`src/rtl/vid_tile_fetch_if.sv`:
```
// Map RAM read bus plus the tile/attribute bundle sent on to the character RAM.
interface vid_tile_fetch_if;
    logic [10:0] map_addr_0;
    logic [15:0] map_rdata_1;
    logic [6:0]  vp_char_2;
    logic [2:0]  vp_x_2;
    logic [2:0]  vp_y_2;
    logic        vp_mx_2;
    logic        vp_my_2;
    logic        vp_rot_2;
    logic        vp_dbl_2;
    logic [3:0]  vp_pal_5;
    logic        vp_active_5;

    modport master (
        output map_addr_0,
        input  map_rdata_1,
        output vp_char_2, vp_x_2, vp_y_2, vp_mx_2, vp_my_2, vp_rot_2, vp_dbl_2,
        output vp_pal_5, vp_active_5
    );

    modport slave (
        input  map_addr_0,
        output map_rdata_1,
        input  vp_char_2, vp_x_2, vp_y_2, vp_mx_2, vp_my_2, vp_rot_2, vp_dbl_2,
        input  vp_pal_5, vp_active_5
    );
endinterface

```
`src/rtl/vid_tile_fetch.sv`:
```
// Walks the scrolled 64x32 tile map, fetches one map entry per pixel and hands
// char/attributes to the character RAM; palette and active trail to stage 5.
module vid_tile_fetch (
    input  logic             vp_clk,
    input  logic             vp_rst_n,
    input  logic             vp_frame_0,
    input  logic             vp_line_0,
    input  logic             vp_active_0,
    input  logic             cfg_en,
    input  logic [8:0]       cfg_scroll_x,
    input  logic [7:0]       cfg_scroll_y,
    vid_tile_fetch_if.master vp
);
    logic [8:0]      px, sx;
    logic [7:0]      py, sy;
    logic [2:0]      x_lo, y_lo;
    logic [5:1]      vld_pipe;
    logic [5:2][3:0] pal_pipe;
    logic            unused_bits;

    // Bit 11 is reserved; sy is held only as the latched frame scroll copy.
    assign unused_bits = ^{vp.map_rdata_1[11], sy};

    assign vp.map_addr_0  = {py[7:3], px[8:3]};
    assign vp.vp_pal_5    = pal_pipe[5];
    assign vp.vp_active_5 = vld_pipe[5];

    always_ff @(posedge vp_clk) begin
        if (!vp_rst_n) begin
            px           <= '0;
            py           <= '0;
            sx           <= '0;
            sy           <= '0;
            x_lo         <= '0;
            y_lo         <= '0;
            vld_pipe     <= '0;
            pal_pipe     <= '0;
            vp.vp_char_2 <= '0;
            vp.vp_x_2    <= '0;
            vp.vp_y_2    <= '0;
            vp.vp_mx_2   <= 1'b0;
            vp.vp_my_2   <= 1'b0;
            vp.vp_rot_2  <= 1'b0;
            vp.vp_dbl_2  <= 1'b0;
        end else begin
            // Frame beats line beats pixel; a shadowed event is simply lost.
            if (vp_frame_0) begin
                sx <= cfg_scroll_x;
                sy <= cfg_scroll_y;
                px <= cfg_scroll_x;
                py <= cfg_scroll_y;
            end else if (vp_line_0) begin
                px <= sx;
                py <= py + 8'd1;
            end else if (vp_active_0) begin
                px <= px + 9'd1;
            end

            x_lo     <= px[2:0];
            y_lo     <= py[2:0];
            vld_pipe <= {vld_pipe[4:1], vp_active_0 & cfg_en};

            if (vld_pipe[1]) begin
                vp.vp_char_2 <= vp.map_rdata_1[6:0];
                vp.vp_mx_2   <= vp.map_rdata_1[7];
                vp.vp_my_2   <= vp.map_rdata_1[8];
                vp.vp_rot_2  <= vp.map_rdata_1[9];
                vp.vp_dbl_2  <= vp.map_rdata_1[10];
                vp.vp_x_2    <= x_lo;
                vp.vp_y_2    <= y_lo;
                pal_pipe[2]  <= vp.map_rdata_1[15:12];
            end else begin
                vp.vp_char_2 <= '0;
                vp.vp_mx_2   <= 1'b0;
                vp.vp_my_2   <= 1'b0;
                vp.vp_rot_2  <= 1'b0;
                vp.vp_dbl_2  <= 1'b0;
                vp.vp_x_2    <= '0;
                vp.vp_y_2    <= '0;
                pal_pipe[2]  <= '0;
            end
            pal_pipe[5:3] <= pal_pipe[4:2];
        end
    end
endmodule

```
`src/flat_wrapper.sv`:
```
// flat-port wrapper written by rule: the top's interface ports become plain ports
module vid_tile_fetch_flat 
  (vp_clk, vp_rst_n, vp_frame_0, vp_line_0, vp_active_0, cfg_en, cfg_scroll_x, cfg_scroll_y, vp_map_addr_0, vp_map_rdata_1, vp_vp_char_2, vp_vp_x_2, vp_vp_y_2, vp_vp_mx_2, vp_vp_my_2, vp_vp_rot_2, vp_vp_dbl_2, vp_vp_pal_5, vp_vp_active_5);
  vid_tile_fetch_if vp_i ();
  input  logic vp_clk;
  input  logic vp_rst_n;
  input  logic vp_frame_0;
  input  logic vp_line_0;
  input  logic vp_active_0;
  input  logic cfg_en;
  input  logic [8:0] cfg_scroll_x;
  input  logic [7:0] cfg_scroll_y;
  output wire logic [$bits(vp_i.map_addr_0)-1:0] vp_map_addr_0;
  input wire logic [$bits(vp_i.map_rdata_1)-1:0] vp_map_rdata_1;
  output wire logic [$bits(vp_i.vp_char_2)-1:0] vp_vp_char_2;
  output wire logic [$bits(vp_i.vp_x_2)-1:0] vp_vp_x_2;
  output wire logic [$bits(vp_i.vp_y_2)-1:0] vp_vp_y_2;
  output wire logic [$bits(vp_i.vp_mx_2)-1:0] vp_vp_mx_2;
  output wire logic [$bits(vp_i.vp_my_2)-1:0] vp_vp_my_2;
  output wire logic [$bits(vp_i.vp_rot_2)-1:0] vp_vp_rot_2;
  output wire logic [$bits(vp_i.vp_dbl_2)-1:0] vp_vp_dbl_2;
  output wire logic [$bits(vp_i.vp_pal_5)-1:0] vp_vp_pal_5;
  output wire logic [$bits(vp_i.vp_active_5)-1:0] vp_vp_active_5;
  assign vp_map_addr_0 = vp_i.map_addr_0;
  assign vp_i.map_rdata_1 = vp_map_rdata_1;
  assign vp_vp_char_2 = vp_i.vp_char_2;
  assign vp_vp_x_2 = vp_i.vp_x_2;
  assign vp_vp_y_2 = vp_i.vp_y_2;
  assign vp_vp_mx_2 = vp_i.vp_mx_2;
  assign vp_vp_my_2 = vp_i.vp_my_2;
  assign vp_vp_rot_2 = vp_i.vp_rot_2;
  assign vp_vp_dbl_2 = vp_i.vp_dbl_2;
  assign vp_vp_pal_5 = vp_i.vp_pal_5;
  assign vp_vp_active_5 = vp_i.vp_active_5;
  vid_tile_fetch u_core (.vp_clk(vp_clk), .vp_rst_n(vp_rst_n), .vp_frame_0(vp_frame_0), .vp_line_0(vp_line_0), .vp_active_0(vp_active_0), .cfg_en(cfg_en), .cfg_scroll_x(cfg_scroll_x), .cfg_scroll_y(cfg_scroll_y), .vp(vp_i));
endmodule
```
`config.mk`:
```
export PLATFORM = sky130hd
export DESIGN_NAME = vid_tile_fetch_flat
export DESIGN_NICKNAME = d
export VERILOG_FILES = /design/src/rtl/vid_tile_fetch_if.sv /design/src/rtl/vid_tile_fetch.sv /design/src/flat_wrapper.sv
export SDC_FILE = /design/constraint.sdc
export NUM_CORES = 1
export LEC_CHECK = 0
export CAP_MARGIN = 20
export CORE_MARGIN = 5
export CORE_UTILIZATION = 50
export DETAILED_ROUTE_END_ITERATION = 6
export GPL_TIMING_DRIVEN = 0
export MAX_ROUTING_LAYER = met4
export PLACE_DENSITY = 0.82
export SLEW_MARGIN = 20
export SYNTH_ARGS = -nofsm -noshare
export SYNTH_HDL_FRONTEND = slang
export SYNTH_SLANG_ARGS = --single-unit
```
`constraint.sdc`:
```
create_clock -name vp_clk -period 3.5 [get_ports vp_clk]
set_input_delay 0.525 -clock vp_clk [delete_from_list [all_inputs] [get_ports vp_clk]]
set_output_delay 0.525 -clock vp_clk [all_outputs]
set_load 0.05 [all_outputs]
```
==> results.md <==
* Clk root buf: clkbuf_8
* Setup Fix Bufs, Post-CTS at 0
* Main synth FF type: dfxtp_1
* Area occupied by multi-input gates at 0.00110 mm²
* Arrival time worst endpoint at 1.73 ns
* FMAX at 444 MHz
* Antenna Cells at 0
* Critical path origin: u_core.px[6]
* Outcome: complete, no violations
* DRT antenna net count at 0
* Largest cells by area after synthesis: dfxtp_1 (51%), and2_1 (5.9%), and3_1 (5.2%)
* Top cell type by total area after synthesis: dfxtp_1
* Slowest stage delay, CP at 0.79 ns
* Layout cells sized above 1 at 0.134
* DRC viols at 0
* I/O pins at 72
* Synth unique cells at 45
* Static leakage at 1.62 nW
* Hold Crit Class: reg -> reg
* Endpoints failing setup at 0
* Clock transition at path regs at 0.07 ns
* Rows at 27
* Final wirelength at 5.96 mm
* Worst R2R Setup Slack at 1.99 ns
* Initial drt markers at 108
* H-Tree Depth at 3
* Via-per-instance ratio at 5.09
* Slew headroom at 0.655
* Worst Path Buf+Inv at 2
* DP Cell Count at 413
* Number of port buffers at 68
* Final WS setup at 1.25 ns
* Die area at 0.00711 mm²
* Synth top area share at 0.508
* Post-synth ARST share at 0
* CTS tree: done
* Clk sinks at 70
* Final Util at 0.696
* EDFF count, synth at 0
* Syn. warnings at 0
* Crit path max-delay family: buffers and inverters
* Syn Inst Count at 273
* Die W at 84.3 µm
* Synth Net Count at 314
* Starting Density at 0.507
* Slew @ Worst Pin at 0.515 ns
* First-pass GRT wire length at 9.54 mm
* Crit end category: output port
* Slew Limit Fails at 0
* DR WL/cell at 13.9 µm
* Initial antenna violation count at 0
* Tot GR Track Use at 0.175
* Final min period at 2.25 ns
* Syn Std Cell Area at 0.00276 mm²
* Crit-path slowest cell: clkdlybuf4s50_1
* CP Cell Sequence: buf_4 > clkdlybuf4s50_1
* Bufs on Longest Clock Path at 2
* Final Hold Viols at 0
* Number of gates resized after cts at 0
* RSZ-0062 raised after global routing: no
* Avg Cell Area, Syn at 10.1 µm²
* Register area share after synthesis at 0.508
* RR Startpoint: u_core.px[2]
* Final period utilization at 0.643
* Crit Path Max Fanout at 6
* Commonest non-fill, non-tap cell in the layout: dfxtp_1
* Worst EP required at 2.97 ns
* Area grow syn2layout at 37.2%
* Total grt overflow at 0
* Hpwl dp at 4.16 mm
* Reg area at 0.00140 mm²
* Fin Setup TNS at 0 ns
* CTS Hold Buffers Added at 0
* Worst Skew at 0.00516 ns
* Largest net degree at the start of global routing at 13
* Most frequent cells in the layout: dfxtp_1 (70), clkdlybuf4s50_1 (68), and2_1 (26), and3_1 (23), buf_4 (16)
* Routed via count at 2185
* CORE AREA at 0.00544 mm²
* Nets at 393
* Total of max-cap violations at 0
* Yosys reg bits at 70
* Critical Path Source Type: register
* Vias in the first global route at 2062
* Cell Count, Final, Fillers Out at 429
* Crit Path Class: reg -> out
* Die Ht at 84.3 µm
* DP Worst Slack at 1.41 ns
* TritonCTS Buffers at 9
* PD cells at 496 mW/mm²
* Fill count at 442
* Clk Latency, worst-skew pair at 0.35 ns
* Peak VDD IR at 0.280 mV
* Drt pass-1 iters at 5
* GP Congestion at 0.855
* Hold_sp: u_core.vld_pipe[3]
==> power breakdown <==
group / internal [W] / switching, W / total, W
sequential: 0.000823 / 0.0000208 / 0.000844
clock: 0.000512 / 0.000304 / 0.000816
combinational: 0.000109 / 0.000110 / 0.000218
==> cell usage after synthesis (2+ instances only) <==
| master | instances |
|---|---|
| xnor2_1 | 4 |
| o31ai_1 | 2 |
| a222oi_1 | 2 |
| o211a_1 | 4 |
| a21boi_0 | 4 |
| and3_1 | 23 |
| buf_6 | 5 |
| clkbuf_1 | 9 |
| and2_1 | 26 |
| a41oi_1 | 2 |
| a21oi_1 | 9 |
| a221o_1 | 2 |
| a22oi_1 | 2 |
| nand4_1 | 4 |
| nand2_1 | 12 |
| nor2b_1 | 10 |
| a31oi_1 | 3 |
| nor2_1 | 11 |
| mux2i_1 | 7 |
| inv_1 | 4 |
| xor2_1 | 3 |
| dfxtp_1 | 70 |
| buf_2 | 2 |
| buf_4 | 16 |
| o21ai_0 | 15 |
| clkbuf_8 | 2 |
| ha_1 | 2 |
==> final cells by class <==
cell class / instances / area share
repair buffers: 68 / 0.180
inverters: 4 / 0.00396
clock inverters: 5 / 0.0278
well taps: 72 / 0.0238
multi-input cells: 165 / 0.289
clock buffers: 11 / 0.0400
plain buffers: 34 / 0.0654
flip-flops and latches: 70 / 0.370
==> worst reg2reg max path: cells and delay by family (launching register included) <==
kind | cells | cell delay [ns]
AO/OA/AOI/OAI | 2 | 0.59
flip-flops | 1 | 0.31
buffers and inverters | 2 | 0.26
AND/OR/NAND/NOR | 2 | 0.24
==> logic make-up after synthesis <==
family | synth area share
and+or+nand+nor | 0.208
DFF | 0.508
AOI/OAI and AO/OA | 0.132
buffers and inverters | 0.0952
xor gates and xnor gates | 0.0222
muxes | 0.0254
adders and majority gates | 0.00906
==> final timing paths <==
kind	endpoint	cells past startpoint
setup / recovery	vp_map_addr_0[3]	2
hold / removal	u_core.vld_pipe[4]	1
setup reg to reg	u_core.px[6]	6
hold reg to reg	u_core.vld_pipe[4]	1
==> layer usage <==
layer	routed length, µm	up-vias	global-route usage
met1	2590	999	0.197
met3	434	15	0.0500
li1	-	1089	-
met4	137	0	0.0906
met5	0	-	-
met2	2800	82	0.283
==> stage by stage <==
step,hold WS [ns],power [W],cell area (µm²)
2_1_floorplan,0.412,0.000992,2760
3_3_place_gp,0.415,0.00107,3530
3_5_place_dp,0.422,0.00108,3530
4_1_cts,0.433,0.00189,3790
5_1_grt,0.438,0.00194,3790
6_report,0.431,0.00188,3790
==> flip-flops by register name (all words and copies together), names as in the netlist <==
signal               count
u_core.pal_pipe         12
u_core.px                9
u_core.py                8
u_core.sx                9
u_core.vld_pipe          5
u_core.vp.vp_char_2      7
u_core.vp.vp_dbl_2       1
u_core.vp.vp_mx_2        1
u_core.vp.vp_my_2        1
u_core.vp.vp_pal_5       4
u_core.vp.vp_rot_2       1
u_core.vp.vp_x_2         3
u_core.vp.vp_y_2         3
u_core.x_lo              3
u_core.y_lo              3
Power figures use the tool's default switching activity.
